### src/rtl/range_ctrl.sv
// Bounded up/down/bounce/one-shot counter with a valid/ready configuration port.
// The configuration is accepted only in IDLE or ARMED. A run starts from ARMED and
// ends on stop, on reaching the pass limit, or at the top of a one-shot sweep.
module range_ctrl #(
  parameter int unsigned WIDTH = 6,
  parameter int unsigned LOOPW = 4
) (
  input  logic             clk,
  input  logic             rst,
  input  logic             cfg_valid,
  output logic             cfg_ready,
  input  logic [WIDTH-1:0] cfg_lo,
  input  logic [WIDTH-1:0] cfg_hi,
  input  logic [1:0]       cfg_mode,
  input  logic [LOOPW-1:0] cfg_loops,
  input  logic             start,
  input  logic             stop,
  output logic [WIDTH-1:0] count,
  output logic             busy,
  output logic             dir,
  output logic             wrap,
  output logic             done,
  output logic             cfg_err
);

  typedef enum logic [1:0] {StIdle, StArmed, StRun, StDone} state_e;

  localparam logic [1:0] ModeUp     = 2'b00;
  localparam logic [1:0] ModeDown   = 2'b01;
  localparam logic [1:0] ModeBounce = 2'b10;
  localparam logic [1:0] ModeOnce   = 2'b11;

  state_e           state_q, state_d;
  logic [WIDTH-1:0] count_q, count_d;
  logic [WIDTH-1:0] lo_q, lo_d;
  logic [WIDTH-1:0] hi_q, hi_d;
  logic [1:0]       mode_q, mode_d;
  logic [LOOPW-1:0] loops_q, loops_d;
  logic [LOOPW-1:0] pass_q, pass_d;
  logic             dir_q, dir_d;
  logic             ready_q, ready_d;
  logic             busy_q, busy_d;
  logic             wrap_q, wrap_d;
  logic             done_q, done_d;
  logic             err_q, err_d;
  logic             xfer;
  logic             hit;

  // Next-state, configuration latching, count stepping and registered-output values
  always_comb begin
    state_d = state_q;
    count_d = count_q;
    lo_d    = lo_q;
    hi_d    = hi_q;
    mode_d  = mode_q;
    loops_d = loops_q;
    pass_d  = pass_q;
    dir_d   = dir_q;
    wrap_d  = 1'b0;
    err_d   = 1'b0;
    hit     = 1'b0;
    xfer    = cfg_valid && ready_q;

    unique case (state_q)
      StIdle, StArmed: begin
        if (xfer) begin
          // A transfer always beats start in the same cycle
          if (cfg_lo <= cfg_hi) begin
            lo_d    = cfg_lo;
            hi_d    = cfg_hi;
            mode_d  = cfg_mode;
            loops_d = cfg_loops;
            pass_d  = '0;
            state_d = StArmed;
            if (cfg_mode == ModeDown) begin
              count_d = cfg_hi;
              dir_d   = 1'b0;
            end else begin
              count_d = cfg_lo;
              dir_d   = 1'b1;
            end
          end else begin
            err_d = 1'b1;
          end
        end else if (state_q == StArmed && start && !stop) begin
          state_d = StRun;
        end
      end
      StRun: begin
        if (stop) begin
          state_d = StArmed;
        end else begin
          unique case (mode_q)
            ModeUp: begin
              if (count_q == hi_q) begin
                count_d = lo_q;
                hit     = 1'b1;
              end else begin
                count_d = count_q + WIDTH'(1);
              end
            end
            ModeDown: begin
              if (count_q == lo_q) begin
                count_d = hi_q;
                hit     = 1'b1;
              end else begin
                count_d = count_q - WIDTH'(1);
              end
            end
            ModeBounce: begin
              if (lo_q == hi_q) begin
                // Degenerate range: hold and just flip direction
                dir_d = ~dir_q;
                hit   = 1'b1;
              end else if (dir_q && count_q == hi_q) begin
                dir_d   = 1'b0;
                count_d = hi_q - WIDTH'(1);
                hit     = 1'b1;
              end else if (!dir_q && count_q == lo_q) begin
                dir_d   = 1'b1;
                count_d = lo_q + WIDTH'(1);
                hit     = 1'b1;
              end else if (dir_q) begin
                count_d = count_q + WIDTH'(1);
              end else begin
                count_d = count_q - WIDTH'(1);
              end
            end
            ModeOnce: begin
              if (count_q == hi_q) begin
                hit = 1'b1;
              end else begin
                count_d = count_q + WIDTH'(1);
              end
            end
          endcase
          if (hit) begin
            wrap_d = 1'b1;
            pass_d = pass_q + LOOPW'(1);
            if (mode_q == ModeOnce || (loops_q != '0 && pass_d == loops_q)) begin
              state_d = StDone;
            end
          end
        end
      end
      StDone: state_d = StIdle;
    endcase

    ready_d = (state_d == StIdle) || (state_d == StArmed);
    busy_d  = (state_d == StRun);
    done_d  = (state_d == StDone);
  end

  // State and output registers; reset is asynchronous
  always_ff @(posedge clk or negedge rst) begin
    if (!rst) begin
      state_q <= StIdle;
      count_q <= '0;
      lo_q    <= '0;
      hi_q    <= '1;
      mode_q  <= ModeUp;
      loops_q <= '0;
      pass_q  <= '0;
      dir_q   <= 1'b1;
      ready_q <= 1'b0;
      busy_q  <= 1'b0;
      wrap_q  <= 1'b0;
      done_q  <= 1'b0;
      err_q   <= 1'b0;
    end else begin
      state_q <= state_d;
      count_q <= count_d;
      lo_q    <= lo_d;
      hi_q    <= hi_d;
      mode_q  <= mode_d;
      loops_q <= loops_d;
      pass_q  <= pass_d;
      dir_q   <= dir_d;
      ready_q <= ready_d;
      busy_q  <= busy_d;
      wrap_q  <= wrap_d;
      done_q  <= done_d;
      err_q   <= err_d;
    end
  end

  assign cfg_ready = ready_q;
  assign count     = count_q;
  assign busy      = busy_q;
  assign dir       = dir_q;
  assign wrap      = wrap_q;
  assign done      = done_q;
  assign cfg_err   = err_q;

endmodule
### config.mk
export PLATFORM = sky130hd
export DESIGN_NAME = range_ctrl
export DESIGN_NICKNAME = d
export VERILOG_FILES = /design/src/rtl/range_ctrl.sv
export SDC_FILE = /design/constraint.sdc
export NUM_CORES = 1
export LEC_CHECK = 0
export BUFFER_PORTS_ARGS = -buffer_cell sky130_fd_sc_hd__buf_2
export CAP_MARGIN = 15
export CORE_ASPECT_RATIO = 0.9
export CORE_UTILIZATION = 61
export CTS_BUF_LIST = sky130_fd_sc_hd__clkbuf_8
export CTS_CLUSTER_DIAMETER = 60
export DETAILED_ROUTE_END_ITERATION = 16
export PLACE_DENSITY = 0.95
export SLEW_MARGIN = 10
export SYNTH_ARGS = -nofsm -noshare
export SYNTH_HDL_FRONTEND = slang
export SYNTH_SLANG_ARGS = --single-unit
### constraint.sdc
create_clock -name clk -period 3 [get_ports clk]
set_clock_uncertainty 0.1 [all_clocks]
set_input_delay 0.45 -clock clk [delete_from_list [all_inputs] [get_ports clk]]
set_output_delay 0.45 -clock clk [all_outputs]
set_load 0.1 [all_outputs]
==> Yosys cells after proc, flatten, opt, wreduce, memory -nomap -nowiden <==
Index checks and enable logic that the tools add are counted.
W data, S select, Z words.
{ "classes": {"bitwise": 1, "reduce_logical": 21, "n_addsub": 5, "eq_ne": 22, "mux": 48, "order_cmp": 1} }
{ "op_table": {"columns": ["cell", "n"], "rows": [
  ["$mux W6", 11],
  ["$pmux W6 S4", 1],
  ["$mux W1", 21],
  ["$eq A6 B6 Y1", 3],
  ["$mux W4", 4],
  ["$add A6 B1 Y6 const B", 2],
  ["$eq A2 B2 Y1 const B", 6],
  ["$mux W2", 6],
  ["$pmux W6 S2", 1],
  ["$reduce_and A6 Y1", 2],
  ["$sub A6 B1 Y6 const B", 2],
  ["$eq A2 B1 Y1 const B", 4],
  ["$ne A2 B2 Y1 const B", 4],
  ["$pmux W4 S2", 1],
  ["$le A6 B6 Y1", 1],
  ["$logic_and A1 B1 Y1", 6],
  ["$logic_not A2 Y1", 3],
  ["$ne A3 B3 Y1 const B", 2],
  ["$pmux W2 S3", 1],
  ["$reduce_and A5 Y1", 1],
  ["$add A4 B1 Y4 const B", 1],
  ["$eq A4 B4 Y1", 1],
  ["$ne A4 B4 Y1 const B", 1],
  ["$reduce_bool A4 Y1", 1],
  ["9 further kinds", 12]
]} }
{ "word_totals": {"in_bits": 23, "elab_cells": 111, "reg_bits": 36, "output_inout_bits": 12} }

==> Logic depth before layout (Yosys ltp) <==
{ "depth": {"depth_word": 13, "mapped_depth": 10, "ltp_nobuf": 9} }

==> Worst setup path before layout <==
No wires, ideal clock.
{ "synth_timing": {"kind": "reg2reg", "start": "register count_q[3] (netlist: count[3])", "end": "register pass_q[1]", "stages_incl_launch_ff": 11, "slack_ps": 245, "path_buffers": 2, "t_arrival_ps": 2534, "period_less_slack_ps": 2755, "path_cell_list": "dfrtp_1 > buf_2 > xor2_1 > nor4_2 > and2_1 > buf_6 > a22o_1 > a31o_2 > nand2_1 > inv_2 > a22o_1"} }
{ "synth_between": {"elab_chain_len": 10} }
{ "synth_rtl": {"columns": ["item", "line_no", "source"], "rows": [
  ["from (decl)", "34", "logic [WIDTH-1:0] count_q, count_d;"],
  ["from (signal assigned)", "172", "count_q <= count_d;"],
  ["$eq A6 B6 Y1", "103, 119", null],
  ["$logic_and A1 B1 Y1", "119", "end else if (!dir_q && count_q == lo_q) begin"],
  ["$mux W1", "119", null],
  ["$mux W1", "115", "end else if (dir_q && count_q == hi_q) begin"],
  ["$mux W1", "111", "if (lo_q == hi_q) begin"],
  ["$pmux W1 S3 *", "93", "unique case (mode_q)"],
  ["$mux W1 *", "90", "if (stop) begin"],
  ["$mux W1 *", "64", "unique case (state_q)"],
  ["$ne A2 B2 Y1 (no source line) *", null, null],
  ["$reduce_and A5 Y1 (no source line) *", null, null],
  ["to (signal assigned)", "177", "pass_q <= pass_d;"],
  ["to (decl)", "39", "logic [LOOPW-1:0] pass_q, pass_d;"]
]} }
Every way passes the cells marked *; elsewhere a longest branch is shown, timed or not. The select of a mux whose other input is x is not followed.
A chain may end at the register's enable or synchronous reset.

==> Worst setup path after layout <==
{ "layout_timing": {"start": "input port cfg_lo[3]", "end": "register pass_q[2]"} }
{ "layout_between": {"elab_chain_len": 3} }
{ "layout_rtl": {"columns": ["item", "line_no", "source"], "rows": [
  ["from (decl)", "12", "input logic [WIDTH-1:0] cfg_lo,"],
  ["$le A6 B6 Y1", "68", "if (cfg_lo <= cfg_hi) begin"],
  ["$ne A2 B2 Y1 (no source line)", null, null],
  ["$reduce_and A5 Y1 (no source line)", null, null]
]} }
Every way passes these cells.

==> impl_metrics.ini <==
[run_status]
status = finished, final reports clean

[clock_network]
root_buffer = clkbuf_8
clock_sinks = 36
cts.clk_slew.worst_paths_ps = 80
clk_latency_ps = 300
cts_tree = yes
htree_num_levels = 2
cts_hold_buf = 0
cts.repair.resized = 0
cts_buffer_depth = 2
cts_buffers = 5
cts_setup_buffers = 0

[finish]
num-nets-final = 418
fillCellCount = 382
syn2layout_area_growth_pct = 7.859
drive_gt1_share_pct = 18.11
layout_commonest_cell = nand2_1
layout_common_cells = nand2_1, buf_2, dfrtp_1
n_antenna_cell = 0

[floorplanning]
core_mm2 = 0.004547
dieArea_mm2 = 0.005111
ios = 35
rows = 23
die_h_um = 67.92
die_x_um = 75.25
initial_core_util_pct = 64.78

[critical_path]
cp.required_ps = 3090
path_max_fanout = 23
worstReg2RegStart = hi_q[4]$_DFFE_PN1P_
r2r_slack_ps = 390
endpoint_kind = flip-flop
worst-r2r-cell-count = 8
reg2reg_to = count[3]$_DFFE_PN0P_
crit_path_start = cfg_lo[3]
worstPathArrival_ps = 2780
worstSetupPathType = in2reg
start_kind = input pin

[timing]
tightest_slew_ps = 788.2
setup_viol = 0
slew_headroom_pct = 47.45
min_period_ps = 2690
fmax_mhz = 371.7
hold_viol_final = 0
finalSetupTns_ps = 0
rsz0062_at_grt = no
drv_slew = 0
min_period_over_period_pct = 89.68

[power]
finalPower_uw = 2801
power_density_mw_per_mm2 = 881.8
ir_worst_vdd_v = 0.0005326
p_leak_uw = 0.001486

[route]
ant_nets = 0
drtIter0Drc = 431
drc = 0
drt-total-wl_mm = 7.736
dr_total_vias = 2712
wire_per_inst_um = 17.46
first_pass_iters = 8
viasPerCell = 6.122

[yosys]
ys_types = 58
syn_area_mm2 = 0.002945
syn_area_per_cell_um2 = 8.181
synth_flop_cell = dfrtp_1
ys_seq_area_share_pct = 30.88
synth_edf_count = 0
syn_inst = 360
ys_async_sr_fraction_pct = 100.0
syn_nets = 398
yosys_warnings = 0
ys_ff_latch = 36

[global_route]
track_usage_pct = 34.16
grt_max_degree = 37
grt_pass1_vias = 2540
grt_overflow = 0
antenna_found_initial = 0
grt_pass1_wl_mm = 12.56

[run]
maxCapViolCount = 0

[worst_hold_path]
hp-class = in2async

[place]
hpwlAfterDp_mm = 5.657
io_buffers = 34
routabilityCongestion = 0.9738
==> state kept, by name, indices dropped and copies added (netlist names) <==
signal	count
dir	1
cfg_ready	1
cfg_err	1
done	1
count	6
lo_q	6
loops_q	4
hi_q	6
wrap	1
mode_q	2
pass_q	4
busy	1
state_q	2
==> worst max-delay path, stage by stage <==
cell and delay (ps):
buf_2 120, ha_1 310, a211oi_1 220, nor2_1 100
o32ai_1 500, nor3b_2 350, inv_1 350, a31oi_1 290
a21oi_1 90
==> report_power, final <==
| group | total, uW | leakage [uW] | switching, uW | internal [uW] |
|---|---|---|---|---|
| Clock | 345 | 0.0000479 | 183 | 162 |
| Combinational | 1560 | 0.00100 | 1010 | 545 |
| Sequential | 898 | 0.000438 | 270 | 628 |
==> per-layer routing <==
layer | GRT usage, % | routed length (um) | up-vias
met5 | 0 | 0 | -
met4 | 9.491 | 86 | 0
met3 | 9.867 | 761 | 12
met2 | 53.60 | 3674 | 147
met1 | 46.23 | 3213 | 1275
li1 | - | - | 1278
==> logic make-up (layout without fill, tap and decap cells) <==
group	Yosys count	count (layout)	share of synthesized area, %
flops	36	36	30.88
compound gates	87	87	19.97
mux	9	9	3.101
xor+xnor	39	39	11.60
simple gates	124	124	19.84
fa+ha+maj	15	15	6.372
buf+inv	50	71	8.241
==> worst max path at each step <==
stage	slack, ps	cells past startpoint	to
6_report	310	9	pass_q[2]$_DFFE_PN0P_
3_5_place_dp	50	9	pass_q[2]$_DFFE_PN0P_
2_1_floorplan	240	10	pass_q[1]$_DFFE_PN0P_
4_1_cts	360	9	pass_q[2]$_DFFE_PN0P_
3_3_place_gp	280	9	pass_q[2]$_DFFE_PN0P_
5_1_grt	180	10	pass_q[2]$_DFFE_PN0P_
==> stage by stage <==
stage | area, um^2 | instances | hold slack (ps) | worst slack, ps | utilization [%]
after floorplan | 2945 | 360 | 54.41 | 244.8 | -
after global placement | 3089 | 435 | 394.6 | 277.8 | 67.94
after detailed placement | 3089 | 435 | 403.4 | 46.72 | 67.94
after CTS | 3177 | 443 | 157.0 | 364.3 | 69.87
after global routing | 3177 | 443 | 180.7 | 179.2 | 69.87
final | 3177 | 443 | 129.3 | 309.6 | 69.87
==> cells in the mapped netlist (3+ instances only) <==
library cell   n  area, um^2
nand2_1       51       191.4
ha_1          15       187.7
a31oi_1        3       18.77
o21ai_0       15       75.07
nor2_1        23       86.33
mux2i_1        8       80.08
xnor2_1       18       157.7
a22o_1         5       43.79
a21oi_1       27       135.1
dfrtp_1       29       725.7
nand2b_1       5       31.28
clkbuf_1       8       30.03
nor3_1         7       35.03
and2_1         3       18.77
a211oi_1       4       30.03
a211oi_2       3       37.54
nand3_1       14       70.07
buf_2         16       80.08
nand4_1        5       31.28
o211ai_1       6       45.04
and3_1         3       18.77
inv_1         20       75.07
buf_6          3       33.78
o21ai_1        5       25.02
dfstp_2        7       183.9
xor2_1        21       183.9
==> layout make-up <==
| cell class | instances | area (um^2) | area share (%) |
|---|---|---|---|
| multi-input cells | 274 | 1793 | 56.44 |
| flip-flops and latches | 36 | 909.6 | 28.63 |
| repair buffers | 42 | 230.2 | 7.247 |
| inverters | 21 | 78.83 | 2.481 |
| well taps | 62 | 77.57 | 2.442 |
| clock buffers | 5 | 68.82 | 2.166 |
| clock inverters | 3 | 18.77 | 0.5908 |
(Power assumes the default switching activity.)
